File: src/rtl/vend_ctrl_multi_pkg.sv
// Shared types and helpers for the multi-item vending controller: FSM state
// encoding plus one-hot utilities used for item and coin selection.
package vend_ctrl_multi_pkg;

  typedef enum logic [2:0] {
    ST_IDLE,
    ST_COLLECT,
    ST_VEND,
    ST_CHANGE,
    ST_REFUND
  } vend_state_e;

  localparam int SEL_MAX = 32;
  localparam logic [SEL_MAX-1:0] SEL_ONE = SEL_MAX'(1);

  function automatic logic is_onehot(input logic [SEL_MAX-1:0] v);
    return (v != '0) && ((v & (v - SEL_ONE)) == '0);
  endfunction

  // Index of the lowest set bit; 0 when the vector is empty.
  function automatic logic [4:0] onehot_to_idx(input logic [SEL_MAX-1:0] v);
    logic [4:0] idx;
    idx = '0;
    for (int i = SEL_MAX - 1; i >= 0; i--) begin
      if (v[i]) idx = 5'(i);
    end
    return idx;
  endfunction

  function automatic logic [SEL_MAX-1:0] lowest_bit(input logic [SEL_MAX-1:0] v);
    return v & (~v + SEL_ONE);
  endfunction

endpackage

File: src/rtl/vend_ctrl_multi_if.sv
// Board-side signal bundle of the vending controller. Inputs are raw levels
// (no valid/ready): buttons are asynchronous presses, switches are static levels;
// coin_rej is a one-cycle pulse, all other outputs are levels decoded from state.
interface vend_ctrl_multi_if #(
  parameter int N_ITEMS  = 4,
  parameter int N_COINS  = 3,
  parameter int CREDIT_W = 8
);
  logic [N_COINS-1:0]  coin_btn;
  logic                cancel_btn;
  logic [N_ITEMS-1:0]  sel_sw;
  logic [N_ITEMS-1:0]  vend;
  logic                coin_rej;
  logic [CREDIT_W-1:0] change_val;
  logic [CREDIT_W-1:0] disp_val;
  logic [2:0]          state_led;
  vend_ctrl_multi_pkg::vend_state_e dbg_state;

  modport master (
    output coin_btn, cancel_btn, sel_sw,
    input  vend, coin_rej, change_val, disp_val, state_led, dbg_state
  );

  modport slave (
    input  coin_btn, cancel_btn, sel_sw,
    output vend, coin_rej, change_val, disp_val, state_led, dbg_state
  );
endinterface

File: src/rtl/vend_ctrl_multi_btn_pulse.sv
// Two-flop synchroniser plus rising-edge detect for one raw button; emits a
// registered one-cycle pulse three clocks after the pin rises.
module vend_ctrl_multi_btn_pulse (
  input  logic clk,
  input  logic rst_n,
  input  logic btn_i,
  output logic pulse_o
);
  logic s1_q, s2_q, s3_q, pulse_q;

  always_ff @(posedge clk or negedge rst_n) begin
    if (!rst_n) begin
      s1_q    <= 1'b0;
      s2_q    <= 1'b0;
      s3_q    <= 1'b0;
      pulse_q <= 1'b0;
    end else begin
      s1_q    <= btn_i;
      s2_q    <= s1_q;
      s3_q    <= s2_q;
      pulse_q <= s2_q & ~s3_q;
    end
  end

  assign pulse_o = pulse_q;
endmodule

File: src/rtl/vend_ctrl_multi.sv
// Parametrised vending controller: collects coins into credit, vends the
// selected item once credit covers its price, returns change or refunds.
module vend_ctrl_multi
  import vend_ctrl_multi_pkg::*;
#(
  parameter int N_ITEMS     = 4,
  parameter int CREDIT_W    = 8,
  parameter logic [N_ITEMS*CREDIT_W-1:0] PRICES = {8'd15, 8'd12, 8'd10, 8'd8},
  parameter int N_COINS     = 3,
  parameter logic [N_COINS*CREDIT_W-1:0] COIN_VALS = {8'd10, 8'd5, 8'd2},
  parameter int MAX_CREDIT  = 50,
  parameter int TIMEOUT_CYC = 100_000_000,
  parameter int HOLD_CYC    = 50_000_000
) (
  input  logic clk,
  input  logic rst_n,
  vend_ctrl_multi_if.slave io
);
  localparam int IDX_W   = (N_ITEMS > 1) ? $clog2(N_ITEMS) : 1;
  localparam int CIDX_W  = (N_COINS > 1) ? $clog2(N_COINS) : 1;
  localparam int CNT_MAX = (TIMEOUT_CYC > HOLD_CYC) ? TIMEOUT_CYC : HOLD_CYC;
  localparam int CNT_W   = $clog2(CNT_MAX + 1);
  localparam logic [CNT_W-1:0]    TIMEOUT_LAST = CNT_W'(TIMEOUT_CYC - 1);
  localparam logic [CNT_W-1:0]    HOLD_LAST    = CNT_W'(HOLD_CYC - 1);
  localparam logic [CNT_W-1:0]    CNT_ONE      = CNT_W'(1);
  localparam logic [CREDIT_W:0]   MAX_SUM      = (CREDIT_W + 1)'(MAX_CREDIT);

  vend_state_e          state_q, state_d;
  logic [CREDIT_W-1:0]  credit_q, credit_d;
  logic [CREDIT_W-1:0]  change_q, change_d;
  logic [CNT_W-1:0]     cnt_q, cnt_d;
  logic [IDX_W-1:0]     idx_q, idx_d;
  logic [N_ITEMS-1:0]   sel_s1_q, sel_q;

  logic [CREDIT_W-1:0]  price_tbl [N_ITEMS];
  logic [CREDIT_W-1:0]  coin_tbl  [N_COINS];
  logic [N_COINS-1:0]   coin_p, coin_first;
  logic                 cancel_p, coin_any, coin_extra, coin_rej_c;
  logic [CIDX_W-1:0]    coin_idx;
  logic [IDX_W-1:0]     sel_idx;
  logic                 sel_valid;
  logic [CREDIT_W-1:0]  price, coin_val;
  logic [CREDIT_W:0]    sum;

  for (genvar i = 0; i < N_ITEMS; i++) begin : g_price
    assign price_tbl[i] = PRICES[i*CREDIT_W +: CREDIT_W];
  end

  for (genvar j = 0; j < N_COINS; j++) begin : g_coin
    assign coin_tbl[j] = COIN_VALS[j*CREDIT_W +: CREDIT_W];
    vend_ctrl_multi_btn_pulse u_coin (
      .clk(clk), .rst_n(rst_n), .btn_i(io.coin_btn[j]), .pulse_o(coin_p[j])
    );
  end

  vend_ctrl_multi_btn_pulse u_cancel (
    .clk(clk), .rst_n(rst_n), .btn_i(io.cancel_btn), .pulse_o(cancel_p)
  );

  // Only the lowest-index coin of a simultaneous group is considered.
  assign coin_any   = |coin_p;
  assign coin_first = N_COINS'(lowest_bit(SEL_MAX'(coin_p)));
  assign coin_extra = |(coin_p & ~coin_first);
  assign coin_idx   = CIDX_W'(onehot_to_idx(SEL_MAX'(coin_p)));
  assign coin_val   = coin_tbl[coin_idx];
  assign sum        = {1'b0, credit_q} + {1'b0, coin_val};

  assign sel_valid  = is_onehot(SEL_MAX'(sel_q));
  assign sel_idx    = IDX_W'(onehot_to_idx(SEL_MAX'(sel_q)));
  assign price      = sel_valid ? price_tbl[sel_idx] : '0;

  always_ff @(posedge clk or negedge rst_n) begin
    if (!rst_n) begin
      state_q  <= ST_IDLE;
      credit_q <= '0;
      change_q <= '0;
      cnt_q    <= '0;
      idx_q    <= '0;
      sel_s1_q <= '0;
      sel_q    <= '0;
    end else begin
      state_q  <= state_d;
      credit_q <= credit_d;
      change_q <= change_d;
      cnt_q    <= cnt_d;
      idx_q    <= idx_d;
      sel_s1_q <= io.sel_sw;
      sel_q    <= sel_s1_q;
    end
  end

  always_comb begin
    state_d    = state_q;
    credit_d   = credit_q;
    change_d   = change_q;
    cnt_d      = cnt_q;
    idx_d      = idx_q;
    coin_rej_c = 1'b0;
    case (state_q)
      ST_IDLE: begin
        credit_d = '0;
        change_d = '0;
        cnt_d    = '0;
        if (cancel_p) begin
          coin_rej_c = coin_any;
        end else if (coin_any) begin
          if (sel_valid && sum <= MAX_SUM) begin
            credit_d   = sum[CREDIT_W-1:0];
            state_d    = ST_COLLECT;
            coin_rej_c = coin_extra;
          end else begin
            coin_rej_c = 1'b1;
          end
        end
      end
      ST_COLLECT: begin
        cnt_d = cnt_q + CNT_ONE;
        if (cancel_p || cnt_q >= TIMEOUT_LAST) begin
          state_d    = ST_REFUND;
          change_d   = credit_q;
          cnt_d      = '0;
          coin_rej_c = coin_any;
        end else if (sel_valid && credit_q >= price) begin
          // Credit compared here is last cycle's update, so a cheaper reselection also vends.
          state_d    = ST_VEND;
          change_d   = credit_q - price;
          idx_d      = sel_idx;
          cnt_d      = '0;
          coin_rej_c = coin_any;
        end else if (coin_any) begin
          cnt_d      = '0;
          coin_rej_c = coin_extra;
          if (sum <= MAX_SUM) credit_d = sum[CREDIT_W-1:0];
          else                coin_rej_c = 1'b1;
        end
      end
      ST_VEND: begin
        cnt_d      = cnt_q + CNT_ONE;
        coin_rej_c = coin_any;
        if (cnt_q >= HOLD_LAST) begin
          cnt_d = '0;
          if (change_q != '0) begin
            state_d = ST_CHANGE;
          end else begin
            state_d  = ST_IDLE;
            credit_d = '0;
          end
        end
      end
      ST_CHANGE, ST_REFUND: begin
        cnt_d      = cnt_q + CNT_ONE;
        coin_rej_c = coin_any;
        if (cnt_q >= HOLD_LAST) begin
          cnt_d    = '0;
          state_d  = ST_IDLE;
          credit_d = '0;
        end
      end
      default: state_d = ST_IDLE;
    endcase
  end

  always_comb begin
    io.vend       = '0;
    io.change_val = '0;
    io.disp_val   = '0;
    io.state_led  = 3'b000;
    case (state_q)
      ST_IDLE:    io.disp_val = price;
      ST_COLLECT: begin
        io.disp_val  = credit_q;
        io.state_led = 3'b001;
      end
      ST_VEND: begin
        io.vend       = N_ITEMS'(1) << idx_q;
        io.change_val = change_q;
        io.disp_val   = price_tbl[idx_q];
        io.state_led  = 3'b010;
      end
      ST_CHANGE, ST_REFUND: begin
        io.change_val = change_q;
        io.disp_val   = change_q;
        io.state_led  = 3'b100;
      end
      default: ;
    endcase
  end

  assign io.coin_rej  = coin_rej_c;
  assign io.dbg_state = state_q;
endmodule

File: src/flat_wrapper.sv
// flat-port wrapper written by rule: the top's interface ports become plain ports
module vend_ctrl_multi_flat import vend_ctrl_multi_pkg::*;
#(
  parameter int N_ITEMS     = 4,
  parameter int CREDIT_W    = 8,
  parameter logic [N_ITEMS*CREDIT_W-1:0] PRICES = {8'd15, 8'd12, 8'd10, 8'd8},
  parameter int N_COINS     = 3,
  parameter logic [N_COINS*CREDIT_W-1:0] COIN_VALS = {8'd10, 8'd5, 8'd2},
  parameter int MAX_CREDIT  = 50,
  parameter int TIMEOUT_CYC = 100_000_000,
  parameter int HOLD_CYC    = 50_000_000
)
  (clk, rst_n, io_coin_btn, io_cancel_btn, io_sel_sw, io_vend, io_coin_rej, io_change_val, io_disp_val, io_state_led, io_dbg_state);
  vend_ctrl_multi_if #(.N_ITEMS(N_ITEMS), .N_COINS(N_COINS), .CREDIT_W(CREDIT_W)) io_i ();
  input  logic clk;
  input  logic rst_n;
  input wire logic [$bits(io_i.coin_btn)-1:0] io_coin_btn;
  input wire logic [$bits(io_i.cancel_btn)-1:0] io_cancel_btn;
  input wire logic [$bits(io_i.sel_sw)-1:0] io_sel_sw;
  output wire logic [$bits(io_i.vend)-1:0] io_vend;
  output wire logic [$bits(io_i.coin_rej)-1:0] io_coin_rej;
  output wire logic [$bits(io_i.change_val)-1:0] io_change_val;
  output wire logic [$bits(io_i.disp_val)-1:0] io_disp_val;
  output wire logic [$bits(io_i.state_led)-1:0] io_state_led;
  output wire logic [$bits(io_i.dbg_state)-1:0] io_dbg_state;
  assign io_i.coin_btn = io_coin_btn;
  assign io_i.cancel_btn = io_cancel_btn;
  assign io_i.sel_sw = io_sel_sw;
  assign io_vend = io_i.vend;
  assign io_coin_rej = io_i.coin_rej;
  assign io_change_val = io_i.change_val;
  assign io_disp_val = io_i.disp_val;
  assign io_state_led = io_i.state_led;
  assign io_dbg_state = io_i.dbg_state;
  vend_ctrl_multi #(.N_ITEMS(N_ITEMS), .CREDIT_W(CREDIT_W), .PRICES(PRICES), .N_COINS(N_COINS), .COIN_VALS(COIN_VALS), .MAX_CREDIT(MAX_CREDIT), .TIMEOUT_CYC(TIMEOUT_CYC), .HOLD_CYC(HOLD_CYC)) u_core (.clk(clk), .rst_n(rst_n), .io(io_i));
endmodule
File: config.mk
export PLATFORM = sky130hd
export DESIGN_NAME = vend_ctrl_multi_flat
export DESIGN_NICKNAME = d
export VERILOG_FILES = /design/src/rtl/vend_ctrl_multi_pkg.sv /design/src/rtl/vend_ctrl_multi_if.sv /design/src/rtl/vend_ctrl_multi_btn_pulse.sv /design/src/rtl/vend_ctrl_multi.sv /design/src/flat_wrapper.sv
export SDC_FILE = /design/constraint.sdc
export NUM_CORES = 1
export LEC_CHECK = 0
export ABC_AREA = 1
export BUFFER_PORTS_ARGS = -buffer_cell sky130_fd_sc_hd__buf_2
export CAP_MARGIN = 20
export CELL_PAD_IN_SITES_DETAIL_PLACEMENT = 0
export CELL_PAD_IN_SITES_GLOBAL_PLACEMENT = 1
export CORE_ASPECT_RATIO = 0.5
export CORE_MARGIN = 2
export CORE_UTILIZATION = 40
export DETAILED_ROUTE_END_ITERATION = 10
export GPL_TIMING_DRIVEN = 0
export HOLD_SLACK_MARGIN = 0.08
export PLACE_DENSITY = 0.8
export SLEW_MARGIN = 15
export SYNTH_ARGS = -nofsm -noshare
export SYNTH_HDL_FRONTEND = slang
export SYNTH_SLANG_ARGS = --single-unit
File: constraint.sdc
create_clock -name clk -period 5 [get_ports clk]
set_input_delay 0.25 -clock clk [delete_from_list [all_inputs] [get_ports clk]]
set_output_delay 0.25 -clock clk [all_outputs]
set_load 0.05 [all_outputs]
# == Word-level counts from Yosys, hierarchy flattened ==
# Index checks and enable logic that the tools add are counted.
# classes
n_reduce_logical,19
n_addsub,5
shift,1
n_div,0
n_eq_ne,15
muxes,57
magnitude_cmp,7
bitwise,17
mul,0
# op_table
op,n
2-to-1 mux 8 bit,20
2-to-1 mux 27 bit,4
one-hot mux 27 bit (3 select lines),1
one-hot mux 8 bit (4 select lines),2
binary-select mux 8 bit (select 2 bit),3
AND 4 x 32 -> 32 bit,1
zero test 32 bit,1
"adder 27 x 1 -> 27 bit, second input constant",1
"greater-or-equal comparator 27 x 26 -> 1 bit, second input constant",1
"greater-or-equal comparator 27 bit, second input constant",1
2-to-1 mux 3 bit,7
2-to-1 mux 2 bit,8
one-hot mux 8 bit (2 select lines),1
"!= test 2 x 1 -> 1 bit, second input constant",6
one-hot mux 3 bit (4 select lines),1
adder 8 x 8 -> 9 bit,1
"greater-or-equal comparator 3 bit, second input constant",3
"<= comparator 9 x 6 -> 1 bit, second input constant",1
NOT 2 -> 3 bit,3
one-hot mux 3 bit (3 select lines),1
OR reduction 3 bit,3
greater-or-equal comparator 8 bit,1
"!= test 2 bit, second input constant",4
AND reduction 8 bit,1
other kinds (26),45
# word_totals
latch_bits,0
mem_count,0
reg_bits,72
rom_bits,0
elab_cells,144
ram_bits,0

# == Logic depth before layout (Yosys ltp) ==
# logic_depth
word_depth,14
depth_mapped,20
mapped_depth_nobuf,19

# == By module ==
# A second synthesis with hierarchy kept.
# unflattened
hier_cells,761
area_unflattened_um2,5178.7
# by_module_without_submodules
mod,area_each_um2,cells_each,seq_area_each_um2,instances
vend_ctrl_multi,4738.3,737,1401.3,1
vend_ctrl_multi_btn_pulse,110.1,6,100.1,4

# == Least setup slack after synthesis ==
# OpenSTA, ideal clock, no wires.
# synth_timing
path_type,reg-to-output
from,register u_core.state_q[0] (netlist: u_core.io.dbg_state[0])
to,output port io_disp_val[4]
t_required_ns,4.750
path_buffers,0
setup_slack_ns,1.376
t_arrival_ns,3.374
path_stages_with_launch,8
cell_sequence,dfrtp_1 > nor2_1 > inv_1 > nand2_1 > inv_2 > nor3_1 > inv_1 > o22ai_1
# synth_between
elab_chain_len,3
word_cells_on_any_way,7
cone_classes,eq/ne (4); mux (1); reduce/logical (2)
# synth_rtl
item,line,text
from (decl),vend_ctrl_multi.sv:28,"vend_state_e state_q, state_d;"
from (signal assigned),vend_ctrl_multi.sv:82,state_q <= state_d;
equality test 3 x 2 -> 1 bit / equality test 3 bit (equally long branches),vend_ctrl_multi.sv:168,case (state_q)
OR reduction 2 bit,vend_ctrl_multi.sv:168,
one-hot mux 8 bit (4 select lines) (*),vend_ctrl_multi.sv:168,
to (decl),flat_wrapper.sv:23,output wire logic [$bits(io_i.disp_val)-1:0] io_disp_val;
# Every way passes the cells marked *; elsewhere a longest branch is shown, timed or not.

# == Worst setup path after layout ==
# layout_timing
from,register u_core.sel_q[1]
to,output port io_coin_rej
# layout_between
elab_chain_len,12
word_cells_on_any_way,21
cone_classes,add/sub (1); order compare (1); mux (12); bitwise (2); reduce/logical (5)
# layout_rtl
item,line,text
from (decl),vend_ctrl_multi.sv:33,"logic [N_ITEMS-1:0] sel_s1_q, sel_q;"
from (signal assigned),vend_ctrl_multi.sv:88,sel_q <= sel_s1_q;
"parallel branches: the longest is 11 deep, another holds greater-or-equal comparator 8 bit",--,
one-hot mux 1 bit (3 select lines) (*),vend_ctrl_multi.sv:99,case (state_q)
to (decl),flat_wrapper.sv:21,output wire logic [$bits(io_i.coin_rej)-1:0] io_coin_rej;
# Every way passes the cells marked *. The select of a mux whose other input is x is not followed.

==> metrics.md <==
| Metric | Value |
|---|---|
| Reg clk slew, reported paths | `0.06 ns` |
| Hold Vio Cnt, Final | `0` |
| Main combinational cell family by area after synthesis | `simple AND/OR/NAND/NOR gates` |
| Iter 0 DRT Violations | `238` |
| Mux cell area share after synthesis | `0.227%` |
| Layout fillers | `1124` |
| Min-Delay Path Class | `in2async` |
| Clk sink count | `72` |
| Sum of negative setup slack | `0 ns` |
| DR vias/cell | `4.87` |
| Max-cap violation count | `0` |
| Vias in the first global route | `3605` |
| Clock buffer count from CTS | `9` |
| Worst Setup SP | `u_core.sel_q[1]` |
| Critical path, cell by cell | `inv_1 -> nand2_1 -> or2_1 -> nand2_1 -> inv_1 -> nor2_2 -> nand2_1 -> fa_1 -> nand2_1 -> a21oi_1 -> nor2_1 -> nand4_1 -> nand2_2 -> inv_1 -> nor2_1 -> nand3_1 -> nand2_1 -> a31oi_1 -> buf_2` |
| # setup viols final | `0` |
| Peak supply drop | `0.178 mV` |
| Layout cell share with drive strength beyond 1 | `16.5%` |
| Slowest cell on crit path | `fa_1` |
| # IOs | `37` |
| Worst setup EP type | `primary output` |
| RSZ-0062 raised after global routing | `false` |
| GPL Wtd Cong | `0.859` |
| Synth Area in Simple Gates | `32.0%` |
| Top Family by Delay on Critical Path | `simple AND/OR/NAND/NOR gates` |
| Status | `complete, no violations` |
| Power Dens Cells | `473 nW/um2` |
| Growth of design area from synthesis to finish | `17.4%` |
| Clock root cell | `clkbuf_16` |
| Worst Tran Pin Value | `0.781 ns` |
| Design area | `5180 um2` |
| Largest stage delay on the critical path | `0.45 ns` |
| Mapped Area | `4410 um2` |
| Buffers plus inverters on the worst setup path | `4` |
| Most frequent CP cell | `nand2_1` |
| Critical path start-end classification | `reg2out` |
| Worst EP required | `4.75 ns` |
| Fin nets | `669` |
| GRT Total Usage | `19.0%` |
| Sequential fraction of the synthesis area | `40.8%` |
| TritonCTS clock tree | `built` |
| #FFs+latches synth | `72` |
| Vias | `3896` |
| RR Startpoint | `u_core.sel_q[1]` |
| Buffers on Ports | `36` |
| Layout Skew | `0.00961 ns` |
| Synth Net Count | `612` |
| WP data arrival | `3.24 ns` |
| Core ar. | `10900 um2` |
| Post-synth top area cell | `dfrtp_1` |
| Antenna viol nets, final | `0` |
| Total gr overflow | `0` |
| Post-CTS Setup Inserts | `0` |
| Worst Path Max Fanout | `5` |
| Post-DP Area | `4800 um2` |
| XOR/XNOR Fraction of Synth Area | `4.76%` |
| Synth Area in Compound Gates | `9.56%` |
| Ant. Diodes | `0` |
| Cells after synthesis | `593` |
| Largest cells by area after synthesis | `dfrtp_1, nand2_1, inv_1` |
| Detailed placement HPWL | `8260 um` |
| Cell variety after synth | `39` |
| CTS max path bufs | `2` |
| DIE WIDTH | `153 um` |
| Crit share post-route | `69.7%` |
| Leak pwr | `2.51 nW` |
| Multi-input gate area | `2180 um2` |
| Detailed Routing Iterations Pass 1 | `5` |
| Clock latency on the worst-skew pair | `0.34 ns` |
| Chip Height | `78.3 um` |
| Startpoint types | `register` |
| Non-filler instance count after layout | `800` |
| Post-route DRC | `0` |
| YS warnings | `0` |
| Synth top area share | `40.8%` |
| Post-route minimum period | `3.49 ns` |
| Post-Place Cells | `775` |
| H-tree depth | `3` |
| Row count | `27` |
| FF/Latch Area | `1800 um2` |
| Adder-cell share of the synthesized area | `2.89%` |
| Die area | `11900 um2` |
| Drt wl/cell | `13.6 um` |
| Initial Util | `40.6%` |
| Antenna violations before repair | `0` |
| Hold_ws | `0.322 ns` |
| Max_slew headroom | `47.5%` |
| Final WL | `10900 um` |
| Largest net degree at the start of global routing | `58` |
| First-pass GRT wire length | `18000 um` |
| FMAX | `0.287 GHz` |
| Max Slew Vio Count | `0` |
| Avg Inst Size Synth | `7.44 um2` |
## metal layers
metal	vias to the layer above	global-route usage [%]	part of all wire (%)
li1	2007	-	-
met1	1817	25.1	49
met2	56	32.0	47
met3	16	3.98	3.0
met4	0	5.37	1.6
met5	-	0	0
## area by class of cell
type	count	area share (%)
sequential	72	34.8
clock buffer	9	4.35
multi-input combinational	416	42.1
buffer	10	1.38
inverter	95	6.88
clock inverter	7	1.18
tap	145	3.50
timing repair buffer	46	5.80
## kinds of logic (layout without fill, tap and decap cells)
family                     count (synthesis)  in the layout
buffers and inverters                    105            167
and+or+nand+nor                          308            308
adders and majority gates                  9              9
AOI/OAI and AO/OA                         74             74
DFF                                       72             72
xor gates and xnor gates                  24             24
muxes                                      1              1
## layout by cell type (no fill, tap or decap), drive strengths merged, types with 7 or more instances in the layout
cell / synthesis / layout
nor2: 79 / 79
dlygate4sd3: 0 / 9
a21oi: 12 / 12
ha: 7 / 7
xor2: 19 / 19
nand3: 29 / 29
nand4: 18 / 18
buf: 6 / 43
nand2: 166 / 166
inv: 95 / 99
dfrtp: 72 / 72
o21ai: 44 / 44
clkbuf: 4 / 13
o22ai: 11 / 11
nor3: 9 / 9
## power breakdown
part | internal (mW) | leakage [nW] | total, mW | switching, mW
Combinational | 0.323 | 1.43 | 1.11 | 0.790
Sequential | 0.649 | 0.946 | 0.712 | 0.0630
Clock | 0.345 | 0.135 | 0.622 | 0.277
## cells in the mapped netlist (all sizes together)
cell    instances
nand2         166
inv            95
nor2           79
dfrtp          72
o21ai          44
nand3          29
xor2           19
nand4          18
a21oi          12
o22ai          11
nor3            9
ha              7
buf             6
xnor2           5
clkbuf          4
nor4            4
fa              2
o221ai          2
or2             2
a21boi          1
a22oi           1
a31oi           1
mux2i           1
nand3b          1
o211ai          1
o21a            1
## worst paths after layout
| kind | depth (start not counted) | slack (ns) | to |
|---|---|---|---|
| setup / recovery | 19 | 1.51 | io_coin_rej |
| hold / removal | 2 | 0.32 | u_core.cnt_q[13] |
| setup reg to reg | 16 | 1.91 | u_core.change_q[6] |
| hold reg to reg | 0 | 0.35 | u_core.sel_q[1] |
| max in group asynchronous | 3 | 4.12 | u_core.g_coin[0].u_coin.s2_q |
| min in group clk | 0 | 0.35 | u_core.sel_q[1] |
## metrics by stage
step,setup WS (ns),total power [mW],util [%]
global route,1.17,2.62,47.6
finish,1.51,2.45,47.6
detailed placement,1.92,1.83,44.2
global placement,1.90,1.82,43.9
floorplan,1.38,1.56,-
CTS,1.54,2.46,47.6
## state kept, by name (all words and copies together), names as in the netlist
signal / cells
u_core.cnt_q: 27
u_core.change_q: 8
u_core.credit_q: 8
u_core.sel_q: 4
u_core.sel_s1_q: 4
u_core.g_coin.u_coin.pulse_o: 3
u_core.g_coin.u_coin.s1_q: 3
u_core.g_coin.u_coin.s2_q: 3
u_core.g_coin.u_coin.s3_q: 3
u_core.io.dbg_state: 3
u_core.idx_q: 2
u_core.u_cancel.pulse_o: 1
u_core.u_cancel.s1_q: 1
u_core.u_cancel.s2_q: 1
u_core.u_cancel.s3_q: 1
## what timing repair did
item / CTS / global route
resized for setup: 0 / 0
endpoints found under the hold margin: 23 / 0
hold buffers: 9 / 0
(Power assumes the default switching activity.)
